<file path="config.mk">
export PLATFORM = sky130hd
export DESIGN_NAME = fetch_unit
export DESIGN_NICKNAME = d
export VERILOG_FILES = /design/src/rtl/fetch_unit.sv
export SDC_FILE = /design/constraint.sdc
export NUM_CORES = 1
export LEC_CHECK = 0
export ABC_AREA = 1
export ABC_CLOCK_PERIOD_IN_PS = 1900
export BUFFER_PORTS_ARGS = -buffer_cell sky130_fd_sc_hd__buf_2
export CAP_MARGIN = 0
export CORE_MARGIN = 5
export CORE_UTILIZATION = 35
export DETAILED_ROUTE_END_ITERATION = 10
export HOLD_SLACK_MARGIN = 0.08
export SLEW_MARGIN = 10
export SYNTH_ARGS = -nofsm -noshare
export SYNTH_HDL_FRONTEND = slang
export SYNTH_SLANG_ARGS = --single-unit
</file>
<file path="constraint.sdc">
create_clock -name clk -period 1.9 [get_ports clk]
set_clock_uncertainty 0.1 [all_clocks]
set_input_delay 0 -clock clk [delete_from_list [all_inputs] [get_ports clk]]
set_output_delay 0 -clock clk [all_outputs]
set_load 0.01 [all_outputs]
</file>
<file path="src/rtl/fetch_unit.sv">
// Instruction fetch front end: drives newPC, issues one outstanding word fetch
// at a time and buffers responses in an output + skid stage toward decode.
module fetch_unit #(
    parameter int ADDR_W  = 32,
    parameter int INSTR_W = 32
) (
    input  logic               clk,
    input  logic               rst,
    input  logic [ADDR_W-1:0]  pc,
    output logic [ADDR_W-1:0]  newPC,
    input  logic               redirect_valid,
    input  logic [ADDR_W-1:0]  redirect_target,
    output logic               imem_req,
    output logic [ADDR_W-1:0]  imem_addr,
    input  logic               imem_gnt,
    input  logic               imem_rvalid,
    input  logic [INSTR_W-1:0] imem_rdata,
    output logic               instr_valid,
    output logic [INSTR_W-1:0] instr,
    output logic [ADDR_W-1:0]  instr_pc,
    input  logic               instr_ready
);

    typedef enum logic [1:0] {FETCH, WAIT, DRAIN} state_t;

    state_t              state, state_nxt;
    logic [ADDR_W-1:0]   pending_pc;
    logic                skid_valid;
    logic [INSTR_W-1:0]  skid_instr;
    logic [ADDR_W-1:0]   skid_pc;
    logic                accept;
    logic                load;
    logic                consume;

    // Gating with rst keeps the port quiet while reset is held, even though
    // the state register already reads FETCH with an empty skid.
    assign imem_req  = rst && (state == FETCH) && !skid_valid;
    assign imem_addr = pc;
    assign accept    = imem_req && imem_gnt;
    assign consume   = instr_valid && instr_ready;

    always_comb begin
        if (redirect_valid)
            newPC = {redirect_target[ADDR_W-1:2], 2'b00};
        else if (accept)
            newPC = pc + ADDR_W'(4);
        else
            newPC = pc;
    end

    // NOTE: every signal written here gets a default first, so no path through
    // the case statement can leave it unassigned and infer a latch.
    always_comb begin
        state_nxt = state;
        load      = 1'b0;
        case (state)
            FETCH: begin
                if (accept)
                    state_nxt = redirect_valid ? DRAIN : WAIT;
            end
            WAIT: begin
                if (imem_rvalid) begin
                    state_nxt = FETCH;
                    load      = !redirect_valid;
                end else if (redirect_valid) begin
                    state_nxt = DRAIN;
                end
            end
            DRAIN: begin
                if (imem_rvalid)
                    state_nxt = FETCH;
            end
            default: state_nxt = FETCH;
        endcase
    end

    // NOTE: sequential state uses non-blocking assignments so every register
    // samples the pre-edge values regardless of statement order.
    always_ff @(posedge clk or negedge rst) begin
        if (!rst) begin
            state      <= FETCH;
            pending_pc <= '0;
        end else begin
            state <= state_nxt;
            if (state == FETCH && accept && !redirect_valid)
                pending_pc <= pc;
        end
    end

    // Output register plus skid: a response lands in the output register when
    // it is free (or draining this edge), otherwise behind it in the skid.
    always_ff @(posedge clk or negedge rst) begin
        if (!rst) begin
            instr_valid <= 1'b0;
            instr       <= '0;
            instr_pc    <= '0;
            skid_valid  <= 1'b0;
            skid_instr  <= '0;
            skid_pc     <= '0;
        end else if (redirect_valid) begin
            instr_valid <= 1'b0;
            skid_valid  <= 1'b0;
        end else if (consume || !instr_valid) begin
            if (skid_valid) begin
                instr_valid <= 1'b1;
                instr       <= skid_instr;
                instr_pc    <= skid_pc;
                skid_valid  <= load;
                if (load) begin
                    skid_instr <= imem_rdata;
                    skid_pc    <= pending_pc;
                end
            end else if (load) begin
                instr_valid <= 1'b1;
                instr       <= imem_rdata;
                instr_pc    <= pending_pc;
            end else begin
                instr_valid <= 1'b0;
            end
        end else if (load) begin
            skid_valid <= 1'b1;
            skid_instr <= imem_rdata;
            skid_pc    <= pending_pc;
        end
    end

endmodule

</file>
==> reports/metrics.yaml <==
fin_nets: 1322
yosys.area.top_type: "dfrtp_1"
viasPerCell: 4.68
final-hold-violation-count: 0
finalCritPeriodShare_pct: 110
overflow: 0
drc: 0
syn_inst: 948
slew_violations: 0
synth_edf_count: 0
critPathTopFamily: "simple AND/OR/NAND/NOR gates"
critPathKind: "reg2out"
hold_ws_ns: 0.164
grt_pass1_wl_um: 38200
diodes: 0
post_route_cells_drive_above_1_share_pct: 33.0
cp.buffers_inverters: 3
violations: "setup timing"
path_clk_slew_ns: 0.06
rows: 56
synth_most_common_cell: "nand2_1"
finish.instance_area_mm2: 0.0112
cts_tree: "built"
layout_min_cycle_time_ns: 2.09
tightestPinTransition_ns: 0.886
syn-cell-area_mm2: 0.00823
power.density_mw_per_mm2: 1130
grt_use_total_pct: 18.0
grt_start_max_net_pins: 165
maxCapViolCount: 0
arrival_ns: 1.99
cts_buffer_depth: 2
hp-class: "in2out"
dp_slack_ns: 0.0729
rsz0062_at_grt: "true"
critPathMostFrequentCell: "nor2_4"
routedWlPerCell_um: 15.5
die_w_um: 163
yosysWarnings: 0
insertion_delay_ns: 0.42
cts-root-buf: "clkbuf_16"
core_area_mm2: 0.0233
numCtsBuffers: 17
dp_hpwl_um: 15900
max_freq_ghz: 0.478
antenna_found_initial: 0
die_y_um: 163
syn_nets: 1051
ys_seq_area_share_pct: 49.9
place_congestion: 0.886
setup_viol_count_final: 26
async_flop_share_pct: 100
fin_total_pwr_mw: 12.6
avgSynthCellArea_um2: 8.68
clock-sinks: 164
synth_ff_type: "dfrtp_1"
reg2reg_depth: 6
max_stage_delay_ns: 0.40
crit_end: "newPC[12]"
num_io_pins: 232
netlist_top_cells_area: "dfrtp_1, nand2_1, mux2_2"
drtPass1Iterations: 5
h-tree-depth: 4
crit_path_max_fanout: 5
ys_types: 32
timing.rr.start: "state[0]"
num_vias: 7262
status: "finished with violations"
routed_wl_um: 24000
cp_slowest_cell: "dfrtp_1"
yosysTopAreaCellShare_pct: 49.9
port_buffers: 229
relSlewSlack_pct: 40.9
drtIter0Drc: 480
leakagePower_nw: 5.69
r2r-end: "pending_pc[8]"
cp_num_cells: 8
synth-seq-cells: 164
required_ns: 1.80
ff2ff_setup_slack_ns: 0.13
start_util_pct: 35.3
dpl_cell_area_mm2: 0.00955
setup.worst_path.start_class: "flop"
areaGrowthSynthToFinish_pct: 35.9
die_area_mm2: 0.0267
endpoint_kind: "primary output"
synthTopCellsByCount: "nand2_1, dfrtp_1, nor2_1"
path_cells: "nor2_4 > nand3_4 > nor2_4 > buf_4 > buf_6 > xor2_2 > o21ai_1 > buf_2"
n_fill_cell: 2229
crit_start: "state[0]"
grt_pass1_vias: 7168
ir_drop_mv: 0.561
fin_ws_ns: -0.190
postRouteAntennaNets: 0
[worst min-delay path by stage]
stage               cells after the start      endpoint  slack [ns]   from
finish                                  2  imem_addr[3]        0.16  pc[3]
global route                            2  imem_addr[3]        0.18  pc[3]
CTS                                     2  imem_addr[3]        0.17  pc[3]
detailed placement                      2  imem_addr[1]         0.1  pc[1]
global placement                        2  imem_addr[0]        0.10  pc[0]
floorplan                               0      instr[0]       -0.40    rst
[cells in the final DEF (no fill, tap or decap), drive strengths merged, types with 2 or more instances in the layout]
master and instances:
and2 2, buf 262, clkinvlp 2, o21ai 45, nand4 8, bufinv 2, xor2 6, nand3 51
clkbuf 18, inv 64, clkinv 3, mux2 62, dfrtp 164, dlygate4sd3 71, a21oi 5, nand2 287
nor3 4, nor2 107, a31oi 65
[final cells by class]
| cell class | instances | area (um^2) | share of cell area (%) |
|---|---|---|---|
| flip-flops and latches | 164 | 4110 | 36.7 |
| clock buffers | 18 | 429 | 3.84 |
| repair buffers | 333 | 2260 | 20.2 |
| clock inverters | 14 | 164 | 1.47 |
| multi-input cells | 646 | 3600 | 32.2 |
| well taps | 319 | 399 | 3.57 |
| inverters | 57 | 221 | 1.98 |
[registers in the layout, summed over array words and instances (netlist names)]
name / cells
state: 2
pending_pc: 32
instr_valid: 1
skid_instr: 32
skid_valid: 1
instr_pc: 32
instr: 32
skid_pc: 32
[power by group]
group | switching [mW] | internal, mW | total (mW) | leakage, nW
Combinational | 2.01 | 1.72 | 3.73 | 3.33
Clock | 1.51 | 1.98 | 3.49 | 0.286
Sequential | 0.725 | 4.66 | 5.38 | 2.08
Total | 4.24 | 8.36 | 12.6 | 5.69
[layer usage]
layer	global-route usage, %	up-vias	part of all wire [%]	routed length, um
met3	3.91	25	6.1	1460
li1	-	3619	-	-
met2	29.2	242	46	11000
met1	24.6	3376	47	11300
met5	0	-	0	0
met4	4.54	0	1.4	333
[repair_timing]
action / 4_1_cts / 5_1_grt
resized for setup: 25 / 32
buffers inserted: 8 / 3
hold buffers: 71 / 0
pin swaps: 10 / 18
gates cloned: 2 / 0
endpoints found under the hold margin: 264 / 0
endpoints found under the setup margin: 30 / 32
[logic make-up (layout without fill, tap and decap cells)]
| kind of cell | after synthesis | in the layout | synth area share (%) |
|---|---|---|---|
| AO/OA/AOI/OAI | 117 | 117 | 8.21 |
| XOR/XNOR | 6 | 6 | 0.638 |
| adder cells (fa/ha/maj) | 1 | 1 | 0.152 |
| buffers and inverters | 139 | 422 | 8.73 |
| flip-flops | 164 | 164 | 49.9 |
| multiplexers | 62 | 62 | 9.62 |
| AND/OR/NAND/NOR | 459 | 460 | 22.8 |
[through the flow]
| stage | util [%] | TNS [ns] | std cells |
|---|---|---|---|
| after detailed placement | 40.9 | 0 | 1436 |
| after global routing | 47.9 | -7.25 | 1551 |
| after CTS | 47.4 | -3.79 | 1549 |
| after floorplan | - | 0 | 948 |
| final | 47.9 | -3.28 | 1551 |
| after global placement | 40.9 | 0 | 1436 |
Note: power is estimated with default switching activity, not from simulation.
